### config.mk
export PLATFORM = sky130hd
export DESIGN_NAME = tx_link_ctrl
export DESIGN_NICKNAME = d
export VERILOG_FILES = /design/src/rtl/tx_link_ctrl.sv
export SDC_FILE = /design/constraint.sdc
export NUM_CORES = 1
export LEC_CHECK = 0
export CORE_MARGIN = 2
export CORE_UTILIZATION = 30
export DETAILED_ROUTE_END_ITERATION = 10
export HOLD_SLACK_MARGIN = 0.12
export PLACE_DENSITY = 0.63
export RECOVER_POWER = 50
export SLEW_MARGIN = 40
export SYNTH_ARGS = -nofsm -noshare
export SYNTH_HDL_FRONTEND = slang
export SYNTH_SLANG_ARGS = --single-unit
### constraint.sdc
create_clock -name clk -period 5.4 [get_ports clk]
set_input_delay 0.54 -clock clk [delete_from_list [all_inputs] [get_ports clk]]
set_output_delay 0.54 -clock clk [all_outputs]
set_load 0.05 [all_outputs]
### src/rtl/tx_link_ctrl.sv
// rtl/tx_link_ctrl.sv - JESD204-style TX link FSM: CGS -> WAIT_LMFC -> ILAS -> DATA.
// Define TX_ILAS_BYPASS_EN to skip ILAS and go from WAIT_LMFC straight to DATA.
module tx_link_ctrl #(
    parameter int ILAS_MF = 4
) (
    input  logic       clk,
    input  logic       rst_n,
    input  logic       i_frame_clk,
    input  logic       i_lmfc,
    input  logic [4:0] i_K,
    input  logic       i_sync_request,
    input  logic       i_sync_de_assertion,
    input  logic       i_err_reporting,
    output logic [1:0] o_state,
    output logic       o_send_cgs,
    output logic       o_send_ilas,
    output logic       o_send_data,
    output logic [1:0] o_ilas_char,
    output logic [1:0] o_ilas_mf_cnt,
    output logic [4:0] o_frame_cnt,
    output logic       o_link_up,
    output logic [7:0] o_err_cnt
);

    typedef enum logic [1:0] {
        ST_CGS  = 2'd0,
        ST_WAIT = 2'd1,
        ST_ILAS = 2'd2,
        ST_DATA = 2'd3
    } state_e;

    localparam logic [1:0] LAST_MF = 2'(ILAS_MF - 1);

    state_e     state_q, state_d;
    logic [4:0] frame_q, frame_d;
    logic [4:0] k_q, k_d;
    logic [1:0] mf_q, mf_d;
    logic [7:0] err_q, err_d;
    logic       err_prev_q;

    always_ff @(posedge clk or negedge rst_n) begin
        if (!rst_n) begin
            state_q    <= ST_CGS;
            frame_q    <= 5'd0;
            k_q        <= 5'd0;
            mf_q       <= 2'd0;
            err_q      <= 8'd0;
            err_prev_q <= 1'b0;
        end else begin
            state_q    <= state_d;
            frame_q    <= frame_d;
            k_q        <= k_d;
            mf_q       <= mf_d;
            err_q      <= err_d;
            err_prev_q <= i_err_reporting;
        end
    end

    always_comb begin
        state_d = state_q;
        frame_d = frame_q;
        k_d     = k_q;
        mf_d    = mf_q;
        err_d   = err_q;
        unique case (state_q)
            ST_CGS: begin
                if (i_sync_de_assertion) state_d = ST_WAIT;
            end
            ST_WAIT: begin
                if (i_lmfc) begin
                    frame_d = 5'd0;
                    mf_d    = 2'd0;
                    k_d     = i_K;
`ifdef TX_ILAS_BYPASS_EN
                    state_d = ST_DATA;
`else
                    state_d = ST_ILAS;
`endif
                end
            end
            ST_ILAS: begin
                // K is frozen in k_q for the whole ILAS sequence
                if (i_frame_clk) begin
                    if (frame_q == k_q) begin
                        frame_d = 5'd0;
                        if (mf_q == LAST_MF) begin
                            state_d = ST_DATA;
                            mf_d    = 2'd0;
                        end else begin
                            mf_d = mf_q + 2'd1;
                        end
                    end else begin
                        frame_d = frame_q + 5'd1;
                    end
                end
            end
            ST_DATA: begin
                if (i_err_reporting && !err_prev_q && (err_q != 8'hFF))
                    err_d = err_q + 8'd1;
            end
            default: state_d = ST_CGS;
        endcase
        if (i_sync_request) begin
            state_d = ST_CGS;
            frame_d = 5'd0;
            mf_d    = 2'd0;
            err_d   = 8'd0;
        end
    end

    // /Q/ beats /A/ (K==1), /A/ beats /R/ (K==0)
    always_comb begin
        o_ilas_char = 2'd0;
        if (state_q == ST_ILAS) begin
            if ((mf_q == 2'd1) && (frame_q == 5'd1))
                o_ilas_char = 2'd3;
            else if (frame_q == k_q)
                o_ilas_char = 2'd2;
            else if (frame_q == 5'd0)
                o_ilas_char = 2'd1;
        end
    end

    assign o_state       = state_q;
    assign o_send_cgs    = (state_q == ST_CGS) || (state_q == ST_WAIT);
    assign o_send_ilas   = (state_q == ST_ILAS);
    assign o_send_data   = (state_q == ST_DATA);
    assign o_link_up     = (state_q == ST_DATA);
    assign o_ilas_mf_cnt = mf_q;
    assign o_frame_cnt   = frame_q;
    assign o_err_cnt     = err_q;

endmodule

# Word-level counts from Yosys, hierarchy flattened
# Cells that the tools add are included.
op_classes:
  eq_ne: 13
  add_sub_neg: 3
  n_reduce_logical: 16
  shift: 0
  div_mod_pow: 0
  order_cmp: 0
  n_mux: 25
  multipliers: 0
  n_bitwise: 0
op_table:
  columns: ["cell", "n"]
  rows:
  - ["2-bit 2-to-1 mux", 14]
  - ["8-bit 2-to-1 mux", 3]
  - ["5-bit 2-to-1 mux", 4]
  - ["5-bit case mux with 2 select lines", 1]
  - ["3-bit != test (second input constant)", 3]
  - ["8-bit by 1-bit adder with 8-bit output (second input constant)", 1]
  - ["8-bit != test (second input constant)", 1]
  - ["2-bit == test (second input constant)", 3]
  - ["3-bit by 2-bit != test with 1-bit output (second input constant)", 2]
  - ["2-bit case mux with 3 select lines", 1]
  - ["6-bit AND reduction", 1]
  - ["5-bit by 1-bit adder with 5-bit output (second input constant)", 1]
  - ["5-bit by 1-bit == test with 1-bit output (second input constant)", 1]
  - ["5-bit == test", 1]
  - ["5-bit zero test", 1]
  - ["2-bit by 1-bit == test with 1-bit output (second input constant)", 2]
  - ["2-bit case mux with 2 select lines", 1]
  - ["2-bit AND reduction", 2]
  - ["4-bit AND reduction", 1]
  - ["2-bit nonzero test", 2]
  - ["4-bit nonzero test", 1]
  - ["1-bit logical AND", 3]
  - ["3-bit AND reduction", 1]
  - ["3-bit nonzero test", 1]
  - ["other kinds (5)", 5]
totals:
  output_inout_bits: 23
  rom_bits: 0
  wordCells: 63
  in_bits: 12
  latchBits: 0
  register_bits: 23
  mem_bits_rw: 0
  memories: 0

# Depth between registers and ports, before layout
logic_depth:
  word_depth: 6
  mapped_depth: 7
  ltp_nobuf: 7

# Worst setup path after synthesis
# OpenSTA, ideal clock, no wires.
synth_path:
  kind: "reg-to-output"
  start: "reg state_q[1] (netlist: o_state[1])"
  end: "out o_ilas_char[1]"
  stages_incl_launch_ff: 5
  arrival_time_ps: 3094
  setup_slack_ps: 1766
  required_time_ps: 4860
  path_buffers: 0
  path_cell_list: "dfrtp_1 -> ha_1 -> inv_1 -> or4_1 -> o21ai_0"
synth_via:
  elab_chain_cells: 2
synth_lines:
  columns: ["element", "line", "source"]
  rows:
  - ["start, declared", "34", "state_e state_q, state_d;"]
  - ["start signal, assigned", "50", "state_q <= state_d;"]
  - ["2-bit == test", null, null]
  - ["named net o_send_ilas", "16", "output logic o_send_ilas,"]
  - ["2-bit 2-to-1 mux", "114", "if (state_q == ST_ILAS) begin"]
  - ["end, declared", "18", "output logic [1:0] o_ilas_char,"]
# The timed path passes the listed nets, and every way through them passes these cells.

# Worst setup path in the final report
layout_path:
  start: "reg state_q[0] (netlist: o_state[0])"
  end: "out o_ilas_char[1]"
layout_via:
  elab_chain_cells: 2
layout_lines:
  columns: ["element", "line"]
  rows:
  - ["2-bit == test", "114"]
  - ["2-bit 2-to-1 mux", "114"]
# No other way between the ends.

==> flow_metrics.py <==
metrics = {
    "worst_setup_path": {
        "setup.worst_path.start_class": "register",
        "cp.required_ns": 4.86,
        "arrival_ns": 2.75,
        "critPathKind": "register to primary output",
        "crit_family": "buffers and inverters",
        "critical-path-max-stage-delay_ns": 0.83,
        "r2r_slack_ns": 3.13,
        "crit_fanout": 6,
        "cpMostUsedCell": "inv_1",
        "crit_chain": "inv_1 > ha_1 > inv_1 > or4_1 > o21ai_0 > clkdlybuf4s50_1",
        "setup.worst_path.end_class": "primary output",
        "path_buf_inv": 3,
        "crit_slowest_cell": "clkdlybuf4s50_1",
    },
    "final_layout": {
        "final_core_util_pct": 40.63,
        "final_common_cell": "clkdlybuf4s50_1",
        "regArea_um2": 575.6,
        "fillers": 430,
        "n_antenna_cell": 0,
        "final_nets": 193,
        "synthToLayoutAreaGrowth_pct": 30.97,
        "final_cell_mix": "32 x clkdlybuf4s50_1, 23 x dfrtp_1, 13 x o21ai_0, 11 x ha_1, 10 x nor2_1",
        "drive_gt1_share_pct": 8.876,
        "multiInputGateArea_um2": 705.7,
    },
    "floorplanning": {
        "die_x_um": 70.87,
        "std_cell_rows": 24,
        "die_h_um": 70.87,
        "start_util_pct": 31.02,
        "core_mm2": 0.004324,
        "dieArea_mm2": 0.005022,
        "io_pins": 35,
    },
    "sta": {
        "rsz0062_at_grt": "false",
        "holdWs_ns": 0.5045,
        "fin_skew_ns": 0.001319,
        "max_slew_margin_pct": 18.38,
        "setup_tns_ns": 0,
        "period_minus_slack_ns": 3.286,
        "tightest_slew_ns": 1.224,
        "period_share_pct": 60.85,
        "setup_slack_ns": 2.114,
        "slew_viol_final": 0,
        "fmaxAchievable_mhz": 304.4,
        "setup_violations": 0,
        "hold_violations": 0,
    },
    "global_route": {
        "grt_usage_pct": 12.49,
        "grt_max_degree": 24,
        "grt_overflow": 0,
        "grt_pass1_wl_um": 5126,
        "antenna_found_initial": 0,
        "grt_pass1_vias": 1141,
    },
    "routing": {
        "vias_per_cell": 5.027,
        "detail_route.wl_per_cell_um": 13.34,
        "postRouteAntennaNets": 0,
        "num_vias": 1111,
        "first_pass_iters": 4,
        "drcViolationCount": 0,
        "drt-initial-drc-count": 29,
        "routed_wl_um": 2949,
    },
    "synth": {
        "async_flop_share_pct": 100.0,
        "synth_top_cell_area_share_pct": 42.91,
        "synth-edff-count": 0,
        "syn_inst": 133,
        "avgSynthCellArea_um2": 10.08,
        "synth_seq_cells": 23,
        "ys_dominant_reg_cell": "dfrtp_1",
        "syn-cell-area_mm2": 0.001341,
        "synth_top_area_cell": "dfrtp_1",
        "ys_seq_area_share_pct": 42.91,
        "synth_area_leaders": "dfrtp_1 43%, ha_1 10%, xor2_1 5.9%, mux2_2 5.0%, o21ai_0 4.9%",
        "ys_warn_count": 0,
        "synth_nets": 156,
        "synth_cell_types": 34,
    },
    "power": {
        "power_mw": 0.6421,
        "pwr_density_cell_mw_per_mm2": 365.5,
        "leakage_nw": 0.7484,
        "vdd_drop_max_mv": 0.1392,
    },
    "clocking": {
        "cts.repair.resized": 0,
        "ctsHoldBuffers": 0,
        "clk_latency_ns": 0.27,
        "htreeDepth": 1,
        "cts_sinks": 23,
        "clockBufferDepth": 2,
        "tritoncts": "built",
        "clk_pin_slew_ns": 0.08,
        "cts_buffers": 3,
        "post-cts-setup-buffers": 0,
        "clock-root-buffer": "clkbuf_8",
    },
    "worst_hold_path": {
        "min-delay-path-class": "primary input to async pin",
    },
    "placement": {
        "pre_cts_ws_ns": 2.397,
        "dp_hpwl_um": 2311,
        "gp_congestion": 0.8189,
        "io_buffers": 34,
    },
    "status": {
        "status": "finished, final reports clean",
    },
    "job": {
        "cap_viol_max_count": 0,
    },
}
-- through the flow --
| stage | instance area (µm²) | cells |
|---|---|---|
| CTS | 1777 | 221 |
| detailed placement | 1730 | 217 |
| global placement | 1735 | 217 |
| finish | 1757 | 221 |
| global route | 1757 | 221 |
| floorplan | 1341 | 133 |
-- area by class of cell --
cell class / instances / area share, %
Multi-Input combinational cell: 100 / 40.17
Clock inverter: 1 / 0.2849
Inverter: 8 / 1.709
Timing Repair Buffer: 34 / 19.02
Tap cell: 52 / 3.704
Clock buffer: 3 / 2.350
Sequential cell: 23 / 32.76
-- per-layer routing --
| metal | part of all wire [%] | track usage (%) | vias up |
|---|---|---|---|
| met3 | 4.3 | 1.282 | 4 |
| met1 | 44 | 15.80 | 547 |
| met5 | 0 | 0 | - |
| met4 | 2.0 | 5.031 | 0 |
| li1 | - | - | 533 |
| met2 | 49 | 21.81 | 27 |
-- cells in the mapped netlist, types with 2 or more instances --
library cell and count:
a21oi_1 8, nand3_1 5, inv_1 8, nand2b_1 4, dfrtp_1 23, nand2_1 9
or3_1 2, o21ai_0 13, nand4_1 2, nor2_1 10, ha_1 11, o31ai_1 2
and2_1 2, mux2_2 6, xor2_1 9
-- power breakdown --
| part | total, mW | switching (mW) | internal (mW) |
|---|---|---|---|
| Sequential | 0.228 | 0.0274 | 0.201 |
| Clock | 0.108 | 0.0561 | 0.0516 |
| Combinational | 0.306 | 0.187 | 0.119 |
| Total | 0.642 | 0.271 | 0.372 |
-- logic make-up (layout without fill, tap and decap cells) --
kind of cell / count (synthesis) / count (layout) / synth area share (%)
buf+inv: 10 / 46 / 3.078
simple gates: 44 / 44 / 18.19
flops: 23 / 23 / 42.91
xor+xnor: 10 / 10 / 6.530
mux: 7 / 7 / 5.783
compound gates: 28 / 28 / 13.25
fa+ha+maj: 11 / 11 / 10.26
-- sequential cells by signal (all words and copies together) (netlist names) --
| name | flops |
|---|---|
| err_prev_q | 1 |
| k_q | 5 |
| o_err_cnt | 8 |
| o_frame_cnt | 5 |
| o_ilas_mf_cnt | 2 |
| o_state | 2 |
-- path summary, 6_finish.rpt --
check                                               from                    endpoint  cells after the start
worst min-delay path                               rst_n    o_err_cnt[3]$_DFFE_PN0P_                      1
worst max-delay path              o_state[0]$_DFFE_PN0P_              o_ilas_char[1]                      6
worst max register to register  o_err_cnt[0]$_DFFE_PN0P_    o_err_cnt[7]$_DFFE_PN0P_                      6
min in group clk                      k_q[3]$_DFFE_PN0P_          k_q[3]$_DFFE_PN0P_                      1
worst min register to register        k_q[3]$_DFFE_PN0P_          k_q[3]$_DFFE_PN0P_                      1
max in group asynchronous                          rst_n  o_frame_cnt[4]$_DFFE_PN0P_                      1
Power figures use the tool's default switching activity.
